## src/rtl/ctrl_pkg.sv

```systemverilog
// Shared control-bundle types for the pipelined CPU.
// The ALU control word carried through the execute-side delay line.
package ctrl_pkg;

    typedef struct packed {
        logic [2:0] ALUCntrl;
        logic       FlagE;
        logic       FwdALU;
        logic       ShiftDir;
        logic       ShiftToALUB;
        logic [5:0] Shamt;
    } alu_ctrl_t;

    localparam int unsigned ALU_CTRL_W = $bits(alu_ctrl_t);

    localparam alu_ctrl_t CTRL_BUBBLE = '0;

endpackage

```

## src/rtl/ctrl_delay_stage.sv

```systemverilog
// One register stage of the control delay line: valid bit plus control word.
// Holds, advances, or turns into an all-zero bubble depending on hold/kill/flush.
module ctrl_delay_stage
    import ctrl_pkg::*;
#(
    parameter int unsigned WIDTH = ALU_CTRL_W
) (
    input  logic             clk,
    input  logic             reset,
    input  logic             flush,
    input  logic             hold,
    input  logic             kill,
    input  logic             up_valid,
    input  logic [WIDTH-1:0] up_data,
    input  logic             up_hold,
    output logic             valid,
    output logic [WIDTH-1:0] data
);

    logic             valid_q, valid_d;
    logic [WIDTH-1:0] data_q, data_d;

    // Every path that does not explicitly keep or load an entry yields a bubble.
    always_comb begin
        valid_d = 1'b0;
        data_d  = '0;
        if (flush) begin
            valid_d = 1'b0;
        end else if (hold) begin
            if (valid_q && !kill) begin
                valid_d = 1'b1;
                data_d  = data_q;
            end
        end else if (!up_hold && up_valid) begin
            valid_d = 1'b1;
            data_d  = up_data;
        end
    end

    always_ff @(posedge clk) begin
        if (reset) begin
            valid_q <= 1'b0;
            data_q  <= '0;
        end else begin
            valid_q <= valid_d;
            data_q  <= data_d;
        end
    end

    assign valid = valid_q;
    assign data  = data_q;

endmodule

```

## src/rtl/ctrl_delay_line.sv

```systemverilog
// Stallable, flushable delay line carrying decoded control words DEPTH cycles.
// Builds the upstream-propagating hold chain and exposes every stage.
module ctrl_delay_line
    import ctrl_pkg::*;
#(
    parameter int unsigned WIDTH = ALU_CTRL_W,
    parameter int unsigned DEPTH = 2,
    localparam int unsigned CntW = $clog2(DEPTH + 1)
) (
    input  logic                   clk,
    input  logic                   reset,
    input  logic                   in_valid,
    input  logic [WIDTH-1:0]       in_data,
    input  logic [DEPTH-1:0]       stall,
    input  logic [DEPTH-1:0]       kill,
    input  logic                   flush,
    output logic [DEPTH-1:0]       stage_valid,
    output logic [DEPTH*WIDTH-1:0] stage_data,
    output logic                   out_valid,
    output logic [WIDTH-1:0]       out_data,
    output logic [CntW-1:0]        count
);

    logic [DEPTH-1:0] hold;

    for (genvar i = 0; i < DEPTH; i++) begin : g_stage
        // A stall anywhere downstream freezes this stage too.
        assign hold[i] = |stall[DEPTH-1:i];

        if (i == 0) begin : g_head
            ctrl_delay_stage #(
                .WIDTH(WIDTH)
            ) u_stage (
                .clk     (clk),
                .reset   (reset),
                .flush   (flush),
                .hold    (hold[i]),
                .kill    (kill[i]),
                .up_valid(in_valid),
                .up_data (in_data),
                .up_hold (1'b0),
                .valid   (stage_valid[i]),
                .data    (stage_data[i*WIDTH +: WIDTH])
            );
        end else begin : g_body
            ctrl_delay_stage #(
                .WIDTH(WIDTH)
            ) u_stage (
                .clk     (clk),
                .reset   (reset),
                .flush   (flush),
                .hold    (hold[i]),
                .kill    (kill[i]),
                .up_valid(stage_valid[i-1] & ~kill[i-1]),
                .up_data (stage_data[(i-1)*WIDTH +: WIDTH]),
                .up_hold (hold[i-1]),
                .valid   (stage_valid[i]),
                .data    (stage_data[i*WIDTH +: WIDTH])
            );
        end
    end

    assign out_valid = stage_valid[DEPTH-1];
    assign out_data  = stage_data[(DEPTH-1)*WIDTH +: WIDTH];

    always_comb begin
        count = '0;
        for (int i = 0; i < DEPTH; i++) begin
            count = count + CntW'(stage_valid[i]);
        end
    end

endmodule
```

## config.mk

```make
export PLATFORM = sky130hd
export DESIGN_NAME = ctrl_delay_line
export DESIGN_NICKNAME = d
export VERILOG_FILES = /design/src/rtl/ctrl_pkg.sv /design/src/rtl/ctrl_delay_stage.sv /design/src/rtl/ctrl_delay_line.sv
export SDC_FILE = /design/constraint.sdc
export NUM_CORES = 1
export LEC_CHECK = 0
export ABC_AREA = 0
export CORE_UTILIZATION = 39
export CTS_CLUSTER_DIAMETER = 120
export DETAILED_ROUTE_END_ITERATION = 10
export GPL_TIMING_DRIVEN = 0
export PLACE_DENSITY = 0.83
export SETUP_SLACK_MARGIN = 0.1
export SYNTH_ARGS = -nofsm -noshare
export SYNTH_HDL_FRONTEND = slang
export SYNTH_SLANG_ARGS = --single-unit
```

## constraint.sdc

```tcl
create_clock -name clk -period 2.5 [get_ports clk]
set_input_delay 0.5 -clock clk [delete_from_list [all_inputs] [get_ports clk]]
set_output_delay 0.5 -clock clk [all_outputs]
set_load 0.02 [all_outputs]
```

==> summary.md, run 1 <==
| Metric | Value |
|---|---|
| Vias in the first global route | 965 |
| Post-Syn Nets | 110 |
| # IOs | 65 |
| DRT iter0 DRCs | 13 |
| Total power | 804 uW |
| Worst-path clk slew | 140 ps |
| Critical R2R Launch | g_stage[0].g_head.u_stage.valid |
| Cell area after synthesis | 1100 um2 |
| Clock skew | 5.21 ps |
| Met3 GRT Util | 1.91% |
| Synth area leaders | dfxtp_1, a32o_1, buf_4 |
| Die Span Y | 55.1 um |
| Min-delay src | g_stage[1].g_body.u_stage.data[10] |
| Post-synth cell types | 14 |
| Buffers inserted by post-CTS timing repair | 0 |
| Post-layout util | 71.2% |
| YS warnings | 0 |
| Arrival @ worst endpoint | 1570 ps |
| Antenna Nets Post-Route | 0 |
| Pins Over Slew Limit | 0 |
| Layout cells sized above 1 | 21.2% |
| Leakage | 0.699 nW |
| Clk sinks | 28 |
| Worst setup EP type | output port |
| Worst Slack Setup Final | 426 ps |
| Final Cell Area | 1830 um2 |
| Area leader, netlist | dfxtp_1 |
| Post-synthesis register bit count | 28 |
| Htree depth | 1 |
| Most common cell after layout, fill and taps aside | clkdlybuf4s50_1 |
| Final net count | 179 |
| PD cells | 439 nW/um2 |
| Post-Synthesis Cells | 88 |
| GRT met2 Usage | 41.0% |
| Max frequency | 482 MHz |
| Routed via count | 997 |
| CTS Root Cell | clkbuf_4 |
| PortBufs | 64 |
| Final hold vios | 0 |
| Vias per cell | 5.36 |
| Num CTS Buffers | 3 |
| Final setup TNS | 0 ps |
| First-pass DRT Iterations | 4 |
| Clock buffer depth | 2 |
| Final min period | 2070 ps |
| Largest net degree at the start of global routing | 17 |
| DP HPWL | 2260 um |
| Share of the synthesized area in the top cell type | 51.0% |
| Ant diodes | 0 |
| Area after DPL | 1780 um2 |
| Tcrit/Tclk final | 83.0% |
| RePlAce Congestion | 0.709 |
| Overflow after GRT | 0 |
| RSZ-0062 raised after global routing | no |
| Final Non-Filler Cells | 186 |
| Busiest grt layer | met2 |
| CORE AREA | 2570 um2 |
| # resized after CTS | 0 |
| Die ar. | 3030 um2 |
| Worst-margin pin slew | 378 ps |
| Die width | 55.1 um |
| Peak supply drop | 0.337 mV |
| Req. time, crit path | 2000 ps |
| First-pass GRT wire length | 4350 um |
| Worst Setup SP | g_stage[0].g_head.u_stage.valid |
| Critical path fanouts, max | 3 |
| Initial core utilization | 42.8% |
| Post-Route WL | 3000 um |
| Site row count | 18 |
| Placed Instances | 182 |
| DRC violations left | 0 |
| Slew margin rel. | 74.7% |
| Critical path class | flop to output port |
| Startpoint types | flop |
| Post-DR wirelength/cell | 16.1 um |
| Hold Buf Count CTS | 0 |
| Met1 usage | 20.9% |
| Pre-CTS WS | 622 ps |
| Total of max-cap violations | 0 |
| Most frequent cells in the layout | clkdlybuf4s50_1, dfxtp_1, a32o_1, buf_4 |
| Later-pin clock latency in the skew report | 320 ps |
| Min Hold Slack | 513 ps |
| Status | finished, final reports clean |
| Syn_area_per_cell | 12.5 um2 |
| Setup violators final | 0 |
| Global-route usage over all layers | 21.0% |
| Worst hold path type | flop to flop |
| CTS tree | yes |
| Antenna violations before repair | 0 |
| P&R area growth vs syn | 66.5% |
| Sequential area share after synthesis | 51.0% |
==> power by group <==
group          internal, mW  leakage [nW]  total (mW)  switching [mW]
registers             0.449         0.226       0.451         0.00223
clock network         0.162        0.0279       0.289           0.127
logic                0.0395         0.445      0.0635          0.0240
==> state kept, by name, summed over array words and instances, names as in the netlist <==
register and cells:
g_stage.g_head.u_stage.data 13, g_stage.g_body.u_stage.valid 1, g_stage.g_body.u_stage.data 13, g_stage.g_head.u_stage.valid 1
==> layout make-up <==
cell class                 instances  area, um2
fill                             200        738
multi-input combinational         38        367
clock buffer                       3       22.5
timing repair buffer              64        641
tap                               30       37.5
clock inverter                     1       30.0
sequential                        28        561
buffer                            22        171
==> synth_stat cells (all sizes together) <==
master,count
and2,2
and3b,1
nor3b,1
o21a,2
ha,1
buf,22
nand2b,1
dfxtp,28
nor3,1
a32o,26
nor2,3
==> per-layer routing <==
layer / vias to the layer above / part of all wire, %
li1: 469 / -
met1: 475 / 38
met2: 47 / 53
met3: 6 / 7.1
met4: 0 / 2.4
met5: - / 0
==> worst max-delay path: stages, from the launching register on <==
cell and delay (ps):
dfxtp_1 380, ha_1 280, clkdlybuf4s50_1 590
==> final timing paths <==
check,endpoint,slack [ps],cells past startpoint
worst max-delay path,count[0],430,2
worst min-delay path,g_stage[1].g_body.u_stage.data[10],510,1
worst max register to register,g_stage[1].g_body.u_stage.data[7],1250,4
worst min register to register,g_stage[1].g_body.u_stage.data[10],510,1
==> cells by family after synthesis <==
logic type	after synthesis	share of synthesized area (%)
compound gates	28	25.1
fa+ha+maj	1	1.14
buf+inv	22	15.6
flops	28	51.0
simple gates	9	7.17
(Power assumes the default switching activity.)
==> inputs of run 2 (changes only) <==
--- a/config.mk
+++ b/config.mk
@@ -6,11 +6,11 @@
 export NUM_CORES = 1
 export LEC_CHECK = 0
 export ABC_AREA = 0
-export CORE_UTILIZATION = 39
+export CORE_UTILIZATION = 37
 export CTS_CLUSTER_DIAMETER = 120
 export DETAILED_ROUTE_END_ITERATION = 10
 export GPL_TIMING_DRIVEN = 0
-export PLACE_DENSITY = 0.83
+export PLACE_DENSITY = 0.79
 export SETUP_SLACK_MARGIN = 0.1
 export SYNTH_ARGS = -nofsm -noshare
 export SYNTH_HDL_FRONTEND = slang
==> constraint.sdc (replaced) <==
create_clock -name clk -period 2.18 [get_ports clk]
set_input_delay 0.436 -clock clk [delete_from_list [all_inputs] [get_ports clk]]
set_output_delay 0.436 -clock clk [all_outputs]
set_load 0.02 [all_outputs]
==> run 2 against run 1 <==
Against the previous run:
- sequential share of layout area is 0.063 points lower
- first-iteration DRC count is 92% higher
- clock skew is 3.2 ps lower
- die area is 5.2% higher
- combinational power is 11% higher
- via count is 0.50% higher
- core utilization is 5.3 points lower
- hold slack better by 8.6 ps
- cell count is 0.54% higher
==> summary.md, run 2 (synthesis gave the netlist of run 1 again) <==
| Metric | Value |
|---|---|
| Worst setup EP type | output port |
| Worst Slack Setup Final | 202 ps (-224 ps) |
| Largest net degree at the start of global routing | 17 (unchanged) |
| Total power | 919 uW (+14%) |
| Slew margin rel. | 71.8% (-2.9 points) |
| Clk sinks | 28 (unchanged) |
| CORE AREA | 2780 um2 (+8.3%) |
| Setup violators final | 0 (unchanged) |
| Initial core utilization | 39.5% (-3.3 points) |
| CTS tree | yes |
| Vias per cell | 5.36 (about the same) |
| Post-layout util | 65.9% (-5.3 points) |
| P&R area growth vs syn | 66.9% |
| Later-pin clock latency in the skew report | 320 ps (about the same) |
| Status | finished, final reports clean |
| Most common cell after layout, fill and taps aside | clkdlybuf4s50_1 |
| Antenna Nets Post-Route | 0 (unchanged) |
| Most frequent cells in the layout | clkdlybuf4s50_1, dfxtp_1, a32o_1, buf_4 |
| RSZ-0062 raised after global routing | no |
| Htree depth | 1 (unchanged) |
| Worst-path clk slew | 140 ps (about the same) |
| Overflow after GRT | 0 (unchanged) |
| First-pass GRT wire length | 4640 um (+6.6%) |
| Antenna violations before repair | 0 (unchanged) |
| Die width | 56.5 um (+2.6%) |
| Die ar. | 3190 um2 (+5.2%) |
| Num CTS Buffers | 3 (unchanged) |
| # IOs | 65 (unchanged) |
| Clock skew | 1.98 ps (-3.23 ps) |
| Routed via count | 1,002 (+0.50%) |
| Critical-path top delay cell | clkdlybuf4s50_1 |
| PortBufs | 64 (unchanged) |
| CP max stage delay | 610 ps (+20 ps) |
| Leakage | 0.717 nW (+2.6%) |
| Critical path fanouts, max | 3 (unchanged) |
| Critical path class | flop to output port |
| DRT iter0 DRCs | 25 (+12) |
| Cell Chain, Critical Path | ha_1 -> clkdlybuf4s50_1 |
| CTS Root Cell | clkbuf_4 |
| Pre-CTS WS | 395 ps (-226 ps) |
| Total of max-cap violations | 0 (unchanged) |
| Final hold vios | 0 (unchanged) |
| Buffers inserted by post-CTS timing repair | 0 (unchanged) |
| Post-Route WL | 2890 um (-3.4%) |
| First-pass DRT Iterations | 4 (unchanged) |
| Final net count | 179 (unchanged) |
| Final min period | 1980 ps |
| Vias in the first global route | 1,010 (+4.7%) |
| Max frequency | 506 MHz |
| WP buf/inv | 1 (unchanged) |
| Site row count | 19 (+1) |
| Arrival @ worst endpoint | 1540 ps (-30 ps) |
| Final setup TNS | 0 ps (unchanged) |
| Startpoint types | flop |
| Req. time, crit path | 1740 ps (-260 ps) |
| PD cells | 501 nW/um2 (+14%) |
| Ant diodes | 0 (unchanged) |
| Pins Over Slew Limit | 0 (unchanged) |
| Tcrit/Tclk final | 90.7% |
| Worst-margin pin slew | 421 ps (+43.7 ps) |
| Layout cells sized above 1 | 21.2% (unchanged) |
| Die Span Y | 56.5 um (+2.6%) |
| Min Hold Slack | 521 ps (+8.62 ps) |
| RePlAce Congestion | 0.709 (about the same) |
| DRC violations left | 0 (unchanged) |
| Clock buffer depth | 2 (unchanged) |
| DP HPWL | 2310 um (+2.2%) |
| Post-DR wirelength/cell | 15.5 um (-4.0%) |
| Largest delay share family, worst path | buffers and inverters |
| Worst hold path type | flop to flop |
| Global-route usage over all layers | 18.8% (-2.2 points) |
| Peak supply drop | 0.403 mV (+20%) |
-- run 2: cell count changes in the layout (fill, tap and decap cells not counted), sizes merged --
cell | before | now
clkdlybuf4s50 | 64 | 63
dlymetal6s2s | 0 | 1
-- run 2: power breakdown --
| group | internal [mW] | total [mW] | switching [mW] |
|---|---|---|---|
| Clock | 0.186 | 0.331 | 0.145 |
| Combinational | 0.0451 | 0.0708 | 0.0257 |
| Sequential | 0.515 | 0.517 | 0.00263 |
-- run 2: layout make-up --
type	instances	area, um2
clock buffers	3	22.5
multi-input cells	38	367
repair buffers	64	643
well taps	31	38.8
plain buffers	22	171
clock inverters	1	30.0
flip-flops and latches	28	561
fillers	221	948
-- run 2: worst paths after layout --
| check | cells past startpoint | startpoint | slack [ps] | endpoint |
|---|---|---|---|---|
| worst min-delay path | 1 | g_stage[1].g_body.u_stage.data[9] | 520 | g_stage[1].g_body.u_stage.data[9] |
| worst min register to register | 1 | g_stage[1].g_body.u_stage.data[9] | 520 | g_stage[1].g_body.u_stage.data[9] |
| worst max register to register | 4 | g_stage[0].g_head.u_stage.valid | 890 | g_stage[1].g_body.u_stage.data[5] |
| worst max-delay path | 2 | g_stage[0].g_head.u_stage.valid | 200 | count[1] |
-- run 2: routing by layer --
| metal | vias to the layer above | wire, um | GRT usage (%) |
|---|---|---|---|
| met5 | - | 0 | 0 |
| met4 | 0 | 51 | 7.67 |
| met3 | 6 | 188 | 3.23 |
| met2 | 47 | 1480 | 33.3 |
| met1 | 485 | 1180 | 22.1 |
| li1 | 464 | - | - |
-- run 2: worst register-to-register path, stage by stage (launching register included) --
cell and delay, ps:
dfxtp_1 440, nand2b_4 80, nor3_2 330, buf_6 210
a32o_1 180
-- run 2: timing repair --
action / 4_1_cts / 5_1_grt
hold buffers: 0 / 0
gates resized for setup: 0 / 1
setup endpoints to repair: 0 / 1
-- run 2: through the flow --
step                      cells  cell area [um2]
after global placement      183             1780
after CTS                   187             1830
after detailed placement    183             1780
after floorplan              88             1100
final                       187             1830
after global routing        187             1830
